## src/rtl/pipe_pkg.sv

```systemverilog
// Shared types for the pipeline controller: FSM state encoding and the
// per-boundary scoreboard entry.
package pipe_pkg;

  // Widest register address the scoreboard entry can carry (AW must not exceed it).
  localparam int RD_W = 8;

  typedef enum logic [1:0] {
    RUN    = 2'd0,
    DRAIN  = 2'd1,
    HALTED = 2'd2
  } pipeState_t;

  typedef struct packed {
    logic            valid;
    logic            wr;
    logic [RD_W-1:0] rd;
    logic            isLoad;
    logic            halt;
  } sbEntry_t;

endpackage

```

## src/rtl/pipe_scoreboard.sv

```systemverilog
// Destination scoreboard for boundaries 1..NSTAGES-2; entry i of the array
// sits at boundary i+1 and follows that boundary's enable/flush.
module pipe_scoreboard
  import pipe_pkg::*;
#(
  parameter int NSTAGES = 5,
  parameter int AW      = 4
) (
  input  logic             clk,
  input  logic             rst_n,
  input  logic [NSTAGES-3:0] advEn,
  input  logic [NSTAGES-3:0] flushEn,
  input  sbEntry_t         idEntry,
  input  logic [AW-1:0]    idRs,
  input  logic [AW-1:0]    idRt,
  output logic             ldLive,
  output logic             rsHit,
  output logic             rtHit,
  output logic             haltExit
);

  localparam int NE = NSTAGES - 2;

  sbEntry_t entries [NE];
  sbEntry_t src     [NE];

  always_comb begin
    src[0] = idEntry;
    for (int i = 1; i < NE; i++) src[i] = entries[i-1];
  end

  always_ff @(posedge clk or negedge rst_n) begin
    if (!rst_n) begin
      for (int i = 0; i < NE; i++) entries[i] <= '0;
    end else begin
      for (int i = 0; i < NE; i++) begin
        if (advEn[i]) begin
          if (flushEn[i]) entries[i] <= '0;
          else            entries[i] <= src[i];
        end
      end
    end
  end

  assign ldLive   = entries[0].valid && entries[0].isLoad && entries[0].wr &&
                    (entries[0].rd != '0);
  assign rsHit    = (entries[0].rd == RD_W'(idRs));
  assign rtHit    = (entries[0].rd == RD_W'(idRt));
  assign haltExit = entries[NE-1].valid && entries[NE-1].halt;

endmodule

```

## src/rtl/pipe_ctrl.sv

```systemverilog
// pipe_ctrl: load-use stall, branch flush, memory back-pressure and halt drain
// sequencing. Define PIPE_CTRL_PERF_EN to build the stall/flush counters.
//
// state  | meaning
// RUN    | normal issue; a halt accepted in ID moves to DRAIN
// DRAIN  | PC frozen, ID bubbled, waiting for the halt to leave the last boundary
// HALTED | everything frozen, hlt high until reset
module pipe_ctrl
  import pipe_pkg::*;
#(
  parameter int NSTAGES = 5,
  parameter int AW      = 4
) (
  input  logic               clk,
  input  logic               rst_n,
  input  logic               id_valid,
  input  logic [AW-1:0]      id_rs,
  input  logic [AW-1:0]      id_rt,
  input  logic               id_uses_rs,
  input  logic               id_uses_rt,
  input  logic               id_wr,
  input  logic [AW-1:0]      id_rd,
  input  logic               id_is_load,
  input  logic               id_is_halt,
  input  logic               branch_take,
  input  logic               mem_busy,
  output logic [NSTAGES-2:0] stage_en,
  output logic [NSTAGES-2:0] stage_flush,
  output logic               pc_en,
  output logic               stall,
  output logic               hlt,
  output logic [31:0]        stall_cnt,
  output logic [31:0]        flush_cnt
);

  pipeState_t state;
  sbEntry_t   idEntry;
  logic       ldLive, rsHit, rtHit, haltExit;
  logic       stallHaz, haltAccept;

  assign stallHaz = id_valid && ldLive &&
                    ((id_uses_rs && rsHit) || (id_uses_rt && rtHit));
  assign stall    = stallHaz;

  // Only an accepted halt is tagged, so a halt dropped by a branch never ends the drain.
  assign haltAccept = (state == RUN) && id_valid && id_is_halt &&
                      !stallHaz && !mem_busy && !branch_take;

  always_comb begin
    idEntry        = '0;
    idEntry.valid  = id_valid;
    idEntry.wr     = id_wr;
    idEntry.rd     = RD_W'(id_rd);
    idEntry.isLoad = id_is_load;
    idEntry.halt   = haltAccept;
  end

  always_comb begin
    stage_en    = '1;
    stage_flush = '0;
    pc_en       = 1'b1;
    if (mem_busy || state == HALTED) begin
      stage_en = '0;
      pc_en    = 1'b0;
    end else if (stallHaz) begin
      stage_en[0]    = 1'b0;
      stage_flush[1] = 1'b1;
      pc_en          = 1'b0;
    end else if (state == DRAIN) begin
      stage_flush[0] = 1'b1;
      pc_en          = 1'b0;
    end else if (branch_take) begin
      stage_flush[0] = 1'b1;
    end
  end

  always_ff @(posedge clk or negedge rst_n) begin
    if (!rst_n) begin
      state <= RUN;
      hlt   <= 1'b0;
    end else begin
      case (state)
        RUN: begin
          if (haltAccept) state <= DRAIN;
        end
        DRAIN: begin
          if (!mem_busy && haltExit) begin
            state <= HALTED;
            hlt   <= 1'b1;
          end
        end
        HALTED: begin
          hlt <= 1'b1;
        end
        default: begin
          state <= RUN;
          hlt   <= 1'b0;
        end
      endcase
    end
  end

  pipe_scoreboard #(
    .NSTAGES(NSTAGES),
    .AW     (AW)
  ) u_scoreboard (
    .clk     (clk),
    .rst_n   (rst_n),
    .advEn   (stage_en[NSTAGES-2:1]),
    .flushEn (stage_flush[NSTAGES-2:1]),
    .idEntry (idEntry),
    .idRs    (id_rs),
    .idRt    (id_rt),
    .ldLive  (ldLive),
    .rsHit   (rsHit),
    .rtHit   (rtHit),
    .haltExit(haltExit)
  );

`ifdef PIPE_CTRL_PERF_EN
  logic [31:0] stallCnt, flushCnt;

  always_ff @(posedge clk or negedge rst_n) begin
    if (!rst_n) begin
      stallCnt <= '0;
      flushCnt <= '0;
    end else if (state != HALTED) begin
      if ((stallHaz || mem_busy) && stallCnt != 32'hFFFF_FFFF) stallCnt <= stallCnt + 32'd1;
      if ((|stage_flush) && flushCnt != 32'hFFFF_FFFF)         flushCnt <= flushCnt + 32'd1;
    end
  end

  assign stall_cnt = stallCnt;
  assign flush_cnt = flushCnt;
`else
  assign stall_cnt = '0;
  assign flush_cnt = '0;
`endif

endmodule
```

## config.mk

```make
export PLATFORM = sky130hd
export DESIGN_NAME = pipe_ctrl
export DESIGN_NICKNAME = d
export VERILOG_FILES = /design/src/rtl/pipe_pkg.sv /design/src/rtl/pipe_scoreboard.sv /design/src/rtl/pipe_ctrl.sv
export SDC_FILE = /design/constraint.sdc
export NUM_CORES = 1
export LEC_CHECK = 0
export ABC_AREA = 1
export CAP_MARGIN = 20
export CORE_MARGIN = 2
export CORE_UTILIZATION = 35
export CTS_CLUSTER_SIZE = 20
export DETAILED_ROUTE_END_ITERATION = 8
export PLACE_DENSITY = 0.81
export SKIP_LAST_GASP = 1
export SYNTH_ARGS = -nofsm -noshare
export SYNTH_HDL_FRONTEND = slang
export SYNTH_SLANG_ARGS = --single-unit
```

## constraint.sdc

```tcl
create_clock -name clk -period 1.6 [get_ports clk]
set_input_delay 0.24 -clock clk [delete_from_list [all_inputs] [get_ports clk]]
set_output_delay 0.24 -clock clk [all_outputs]
set_load 0.02 [all_outputs]
```

==> metrics.md, run 1 <==
| Metric | Value |
|---|---|
| Outcome | complete, but fails checks |
| Violated checks | setup timing |
| Reg2Reg Setup Slack | -0.08 ns |
| Register area share after synthesis | a little over a quarter |
| First-pass GRT wire length | around 3800 um |
| Core ar. | 3716 um2 |
| Worst vdd ir | just under 0.0008 V |
| Die Y | roughly 67 um |
| Critical path data arrival time | 1.46 ns |
| FF-to-FF End | state[1] |
| Avg Cell Area, Syn | 7.367 um2 |
| CTS max path bufs | 2 |
| Final setup fails | 7 |
| Most common cell after layout, fill and taps aside | conb_1 |
| Starting density of the core | a little under two fifths |
| Diode count | 0 |
| Tightest Hold Check Type | input pin to asynchronous set/reset pin |
| RSZ-0062 raised after global routing | true |
| Final period utilization | 106.4% |
| Worst-path clk slew | around 0.06 ns |
| Vias in the first global route | 899 |
| Pwr Density | between 1000 and 1500 nW/um2 |
| R2r startpoint | state[1] |
| Die area | 4454 um2 |
| WHS | 0.3010 ns |
| Final Skew | about 0.0054 ns |
| Die Width | ~67 um |
| Routed len/inst | about 9 um |
| Fraction of registers with async set/reset | 100.0% |
| Peak Freq | around 590 MHz |
| Post-Route WL | 2673 um |
| Max Cap Violations | 0 |
| Non-filler cells, final | 289 |
| Crit Path Max Fanout | 4 |
| Top_reg_cell synth | dfrtp_1 |
| CTS Sinks | 15 |
| Residual DRC | 0 |
| Startpoint Class | register |
| Final WS setup | -0.1032 ns |
| Num CTS Buffers | 3 |
| Hold Vio Cnt, Final | 0 |
| GP Congestion | 0.7874 |
| Worst setup path class | register to primary output |
| Clk root buf | clkbuf_8 |
| Gr usage total | between 10% and 20% |
| Worst Setup End Kind | primary output |
| Synth Cell Area | approximately 1400 um2 |
| Routed Antenna Nets | 0 |
| Synth-to-Final Area Change | 30.25% |
| Critical Path RT | between 1 and 1.5 ns |
| Initial antenna violation count | 0 |
| TritonCTS clock tree | done |
| Ys Warns | 0 |
| FF+latch count, synth | 15 |
| Drt via density | ~3.7 |
| Initial DRT Pass Iterations | 4 |
| Number of distinct library cells after synthesis | 20 |
| # placed instances | 279 |
| Hold Buf Count CTS | 0 |
| Vias after detailed routing | approximately 1,100 |
| Overflow left after global routing | 0 |
| Leakage | just over 1 nW |
| Worst skew pair latency | 0.24 ns |
| Max Slew Vio Count | 0 |
| Row count | 22 |
| H-tree depth | 1 |
| Layout cells sized above 1 | between 20% and 30% |
| Reg2reg path depth | 11 |
| Commonest non-fill, non-tap cells in the layout | conb_1 (66), nand2_1 (35), buf_4 (22), clkdlybuf4s50_1 (18), dfrtp_1 (15) |
| EDFF count, synth | 0 |
| Post-route minimum period | ~1.7 ns |
| IO buf count | 30 |
| First DRT Iteration DRCs | 21 |
| Largest net degree at the start of global routing | 16 |
| IO Pins | a little under 100 |
| Synthesized instance count | approximately 190 |
| Nets@finish | around 270 |
| DPL Wire Length | a little over 2000 um |
==> report_power, final <==
part	leakage [nW]	switching [W]	total (W)	internal, W
Sequential	0.190	0.0000835	0.000586	0.000502
Clock	0.0255	0.000128	0.000299	0.000172
Combinational	0.803	0.000709	0.00130	0.000589
Total	1.02	0.000920	0.00218	0.00126
==> synth_stat cells (all sizes together), types with 2 or more instances <==
cell type,n,area (um2)
o21ai,9,45.04
xnor2,2,17.52
ha,4,50.05
o31ai,2,15.01
nand3,5,25.02
buf,69,515.5
nand2,44,185.2
nor2,12,45.04
inv,20,75.07
dfrtp,15,375.4
==> metrics by stage <==
step	cell area, um2	total power, W	setup WS [ns]	setup TNS [ns]	utilization, %
6_report	1794	0.002183	-0.1032	-0.4951	48.28
5_1_grt	1794	0.002352	-0.2476	-1.616	48.28
4_1_cts	1674	0.002013	-0.1200	-0.4751	45.05
3_5_place_dp	1602	0.001668	-0.5652	-4.719	43.10
3_3_place_gp	1602	0.001642	-0.5457	-4.383	43.10
2_1_floorplan	1622	0.001344	0.08659	0	-
==> flip-flops by register name, indices dropped and copies added (netlist names) <==
signal                cells
u_scoreboard.entries     12
state                     2
hlt                       1
==> cell families (layout without fill, tap and decap cells) <==
logic type	Yosys count	in the layout	share of synthesized area (%)
xor gates and xnor gates	2	2	1.272
buffers and inverters	89	78	42.87
DFF	15	15	27.25
other	1	66	0.2722
adders and majority gates	4	4	3.633
and+or+nand+nor	64	64	19.89
AOI/OAI and AO/OA	12	12	4.814
==> final cells by class <==
class,instances,area [um2]
repair buffers,54,505.5
inverters,20,77.57
fillers,368,1922
clock inverters,1,5.005
flip-flops and latches,15,375.4
clock buffers,3,41.29
multi-input cells,148,729.5
well taps,48,60.06
==> layer usage <==
layer / wire, um / global-route usage, % / vias up
met5: 0 / 0 / -
met4: 0 / 1.531 / 0
met3: 200 / 2.365 / 0
met2: 1456 / 19.88 / 48
met1: 1016 / 13.75 / 488
li1: - / - / 543
==> worst max-delay path by stage <==
stage	from	to	slack [ns]	cells past startpoint
finish	u_scoreboard.entries[26]	stage_flush[0]	-0.10	10
floorplan	state[0]	stage_en[2]	0.09	5
global placement	id_rt[0]	pc_en	-0.55	10
detailed placement	id_rt[0]	stage_flush[0]	-0.57	10
global route	u_scoreboard.entries[26]	stage_flush[0]	-0.25	10
CTS	u_scoreboard.entries[26]	stage_flush[0]	-0.12	10
==> worst max-delay path, stage by stage, from the launching register on <==
cell	delay (ns)
dfrtp_1	0.41
inv_2	0.09
nand2_1	0.05
nand2_1	0.07
nor2_1	0.05
nand3_1	0.07
nand2_2	0.08
nand2_4	0.09
nand2_4	0.07
nor2_1	0.09
buf_4	0.14
==> timing repair <==
| item | 4_1_cts | 5_1_grt |
|---|---|---|
| gates resized for setup | 50 | 21 |
| pin swaps | 2 | 7 |
| setup buffers | 2 | 4 |
| endpoints found under the setup margin | 10 | 13 |
Power figures use the tool's default switching activity.
==> inputs of run 2 (changes only) <==
GPL_TIMING_DRIVEN = 0   (was default)
==> run 2 against run 1 <==
Combinational power barely moved. Core utilization rose by 11 points. Clock-buffer cell count did not move. Total power rose by 1.2%. Cell count rose by 20%. Critical path depth fell by 5. Sequential share of layout area fell by 3.9 points. First-iteration DRC count rose by 52%. Design area rose by 23%. The flow still finishes with violations (setup timing). Fmax fell by 0.17%. Sequential cell count did not move.
==> metrics.md, run 2 (synthesis gave the netlist of run 1 again) <==
| Metric | Value |
|---|---|
| Outcome | complete, but fails checks |
| Violated checks | setup timing |
| Worst setup path class | register to primary output |
| Fill cells | 356 (-3.3%) |
| First-pass GRT wire length | 4436 um (+16%) |
| Gr usage total | 12.68% (+1.6 points) |
| CTS max path bufs | 2 (unchanged) |
| Commonest non-fill, non-tap cells in the layout | buf_4 (78), conb_1 (66), nand2_1 (37), clkdlybuf4s50_1 (18), dfrtp_1 (15) |
| WHS | 0.4032 ns (+0.1022 ns) |
| RSZ-0062 raised after global routing | true |
| Post-Route WL | 2886 um (+8.0%) |
| Routed Antenna Nets | 0 (unchanged) |
| Post-route minimum period | 1.706 ns (+0.002841 ns) |
| Largest register by flop count | u_scoreboard.entries |
| Top sig layer | met4 |
| Clock share of power | 14.1% (+0.4 points) |
| Switching Fraction | 41.88% (-0.24 points) |
| Routed met2 length | 1531 um (+5.2%) |
| Rel. slew slack | a little over half |
| Die Width | 66.74 um (unchanged) |
| Final Skew | 0.0009638 ns (-0.004417 ns) |
| Max reg flops | 12 (unchanged) |
| Final period utilization | 106.6% (+0.18 points) |
| # placed instances | 330 (+18%) |
| Seq pwr share | 26.4% (-0.4 points) |
| Vias in the first global route | 1,032 (+15%) |
| Synth-to-Final Area Change | 60.22% |
| Non-filler cells, final | 346 (+20%) |
| Post-route setup TNS | -0.3799 ns (+0.1151 ns) |
| Max Cap Violations | 0 (unchanged) |
| First DRT Iteration DRCs | 32 (+52%) |
| Final Cell Area | 2207 um2 (+23%) |
| DPL Wire Length | 2234 um (+9.9%) |
| Routed length on met1 | 1020 um (+0.39%) |
| DR WL met3 | 310 um (+55%) |
| Residual DRC | 0 (unchanged) |
| Leakage | 1.326 nW (+30%) |
| Crit Path Max Fanout | 4 (unchanged) |
| Final WS setup | -0.1060 ns (-0.002841 ns) |
| Startpoint Class | register |
| Placed Area | 1982 um2 (+24%) |
| Most common cell after layout, fill and taps aside | buf_4 |
| Diode count | 0 (unchanged) |
| Clk root buf | clkbuf_8 |
| Dpl ws | -0.6213 ns (-0.05607 ns) |
| Tightest Hold Check Type | input pin to asynchronous set/reset pin |
| IO Pins | 97 (unchanged) |
| Biggest regs | u_scoreboard.entries (12), state (2), hlt (1) |
| Worst Setup End Kind | primary output |
| H-tree depth | 1 (unchanged) |
| Combinational share of power | 59.5% (about the same) |
| Routed len/inst | 8.341 um (-9.8%) |
| Hold Vio Cnt, Final | 0 (unchanged) |
| Worst skew pair latency | 0.25 ns (about the same) |
| Worst vdd ir | 0.0006865 V (-13%) |
| Largest net degree at the start of global routing | 16 (unchanged) |
| Overflow left after global routing | 0 (unchanged) |
| CTS Sinks | 15 (unchanged) |
| Worst-path clk slew | 0.06 ns (about the same) |
| TritonCTS clock tree | done |
| Final setup fails | 5 (-2) |
| Num CTS Buffers | 3 (unchanged) |
| Row count | 22 (unchanged) |
| IO buf count | 30 (unchanged) |
| NetSw | 0.0009255 W (+0.64%) |
| Initial DRT Pass Iterations | 4 (unchanged) |
| Starting density of the core | 37.07% (unchanged) |
| Drt via density | 3.543 (-5.1%) |
| Die area | 4454 um2 (unchanged) |
| Worst Tran Pin Value | 0.6815 ns |
| Peak Freq | 586.2 MHz (-0.17%) |
| Pwr Density | 1001 nW/um2 (-18%) |
| Internal power | 0.001284 W (+1.6%) |
| GP Congestion | 0.7520 (-4.5%) |
| Initial antenna violation count | 0 (unchanged) |
| Core ar. | 3716 um2 (unchanged) |
| Nets@finish | 325 (+21%) |
| Die Y | 66.74 um (unchanged) |
| Max Slew Vio Count | 0 (unchanged) |
| Layout cells sized above 1 | 38.26% (+14 points) |
| Critical path data arrival time | 1.47 ns (about the same) |
| Critical Path RT | 1.36 ns (about the same) |
| Vias after detailed routing | 1,226 (+14%) |
-- run 2: area by class of cell --
class | count | area, um2 | share of cell area, %
multi-input combinational | 148 | 720.7 | 32.65
buffer | 69 | 529.3 | 23.98
timing repair buffer | 42 | 397.9 | 18.03
sequential | 15 | 375.4 | 17.01
inverter | 20 | 77.57 | 3.515
tap | 48 | 60.06 | 2.721
clock buffer | 3 | 41.29 | 1.871
clock inverter | 1 | 5.005 | 0.2268
-- run 2: per-stage QoR --
stage,power (W),utilization (%)
floorplan,0.001344,-
global placement,0.001593,53.33
detailed placement,0.001619,53.33
CTS,0.002065,56.90
global route,0.002371,59.39
finish,0.002210,59.39
-- run 2: per-layer routing --
| layer | vias to the layer above | global-route usage (%) |
|---|---|---|
| met5 | - | 0 |
| met4 | 0 | 3.061 |
| li1 | 658 | - |
| met2 | 54 | 24.50 |
| met3 | 2 | 2.534 |
| met1 | 512 | 13.96 |
-- run 2: critical path, cell delays in order, from the launching register on --
cell     delay (ns)
dfrtp_1        0.40
buf_4          0.15
ha_1           0.27
nor2_1         0.21
nor2_4         0.06
buf_6          0.13
-- run 2: path summary, 6_finish.rpt --
check / to / start / slack [ns] / cells after the start
min in group clk: u_scoreboard.entries[12] / u_scoreboard.entries[12] / 0.49 / 2
max in group asynchronous: u_scoreboard.entries[29] / rst_n / 0.76 / 1
min: u_scoreboard.entries[34] / rst_n / 0.40 / 1
max: stage_flush[0] / state[0] / -0.11 / 5
max reg2reg: u_scoreboard.entries[29] / u_scoreboard.entries[26] / 0.05 / 13
min reg2reg: u_scoreboard.entries[12] / u_scoreboard.entries[12] / 0.49 / 2
-- run 2: power groups by stage --
stage / sequential (W) / clock [W] / combinational (W)
after CTS: 0.000582 / 0.000319 / 0.00116
after global routing: 0.000596 / 0.000330 / 0.00144
after global placement: 0.000578 / 0 / 0.00101
final: 0.000583 / 0.000312 / 0.00131
after floorplan: 0.000580 / 0 / 0.000764
after detailed placement: 0.000582 / 0 / 0.00104
-- run 2: repair_timing --
item | 4_1_cts | 5_1_grt
cloned | 0 | 0
pin swaps | 10 | 7
gates resized for setup | 57 | 14
hold buffers | 0 | 0
setup endpoints to repair | 8 | 9
buffers inserted | 7 | 5
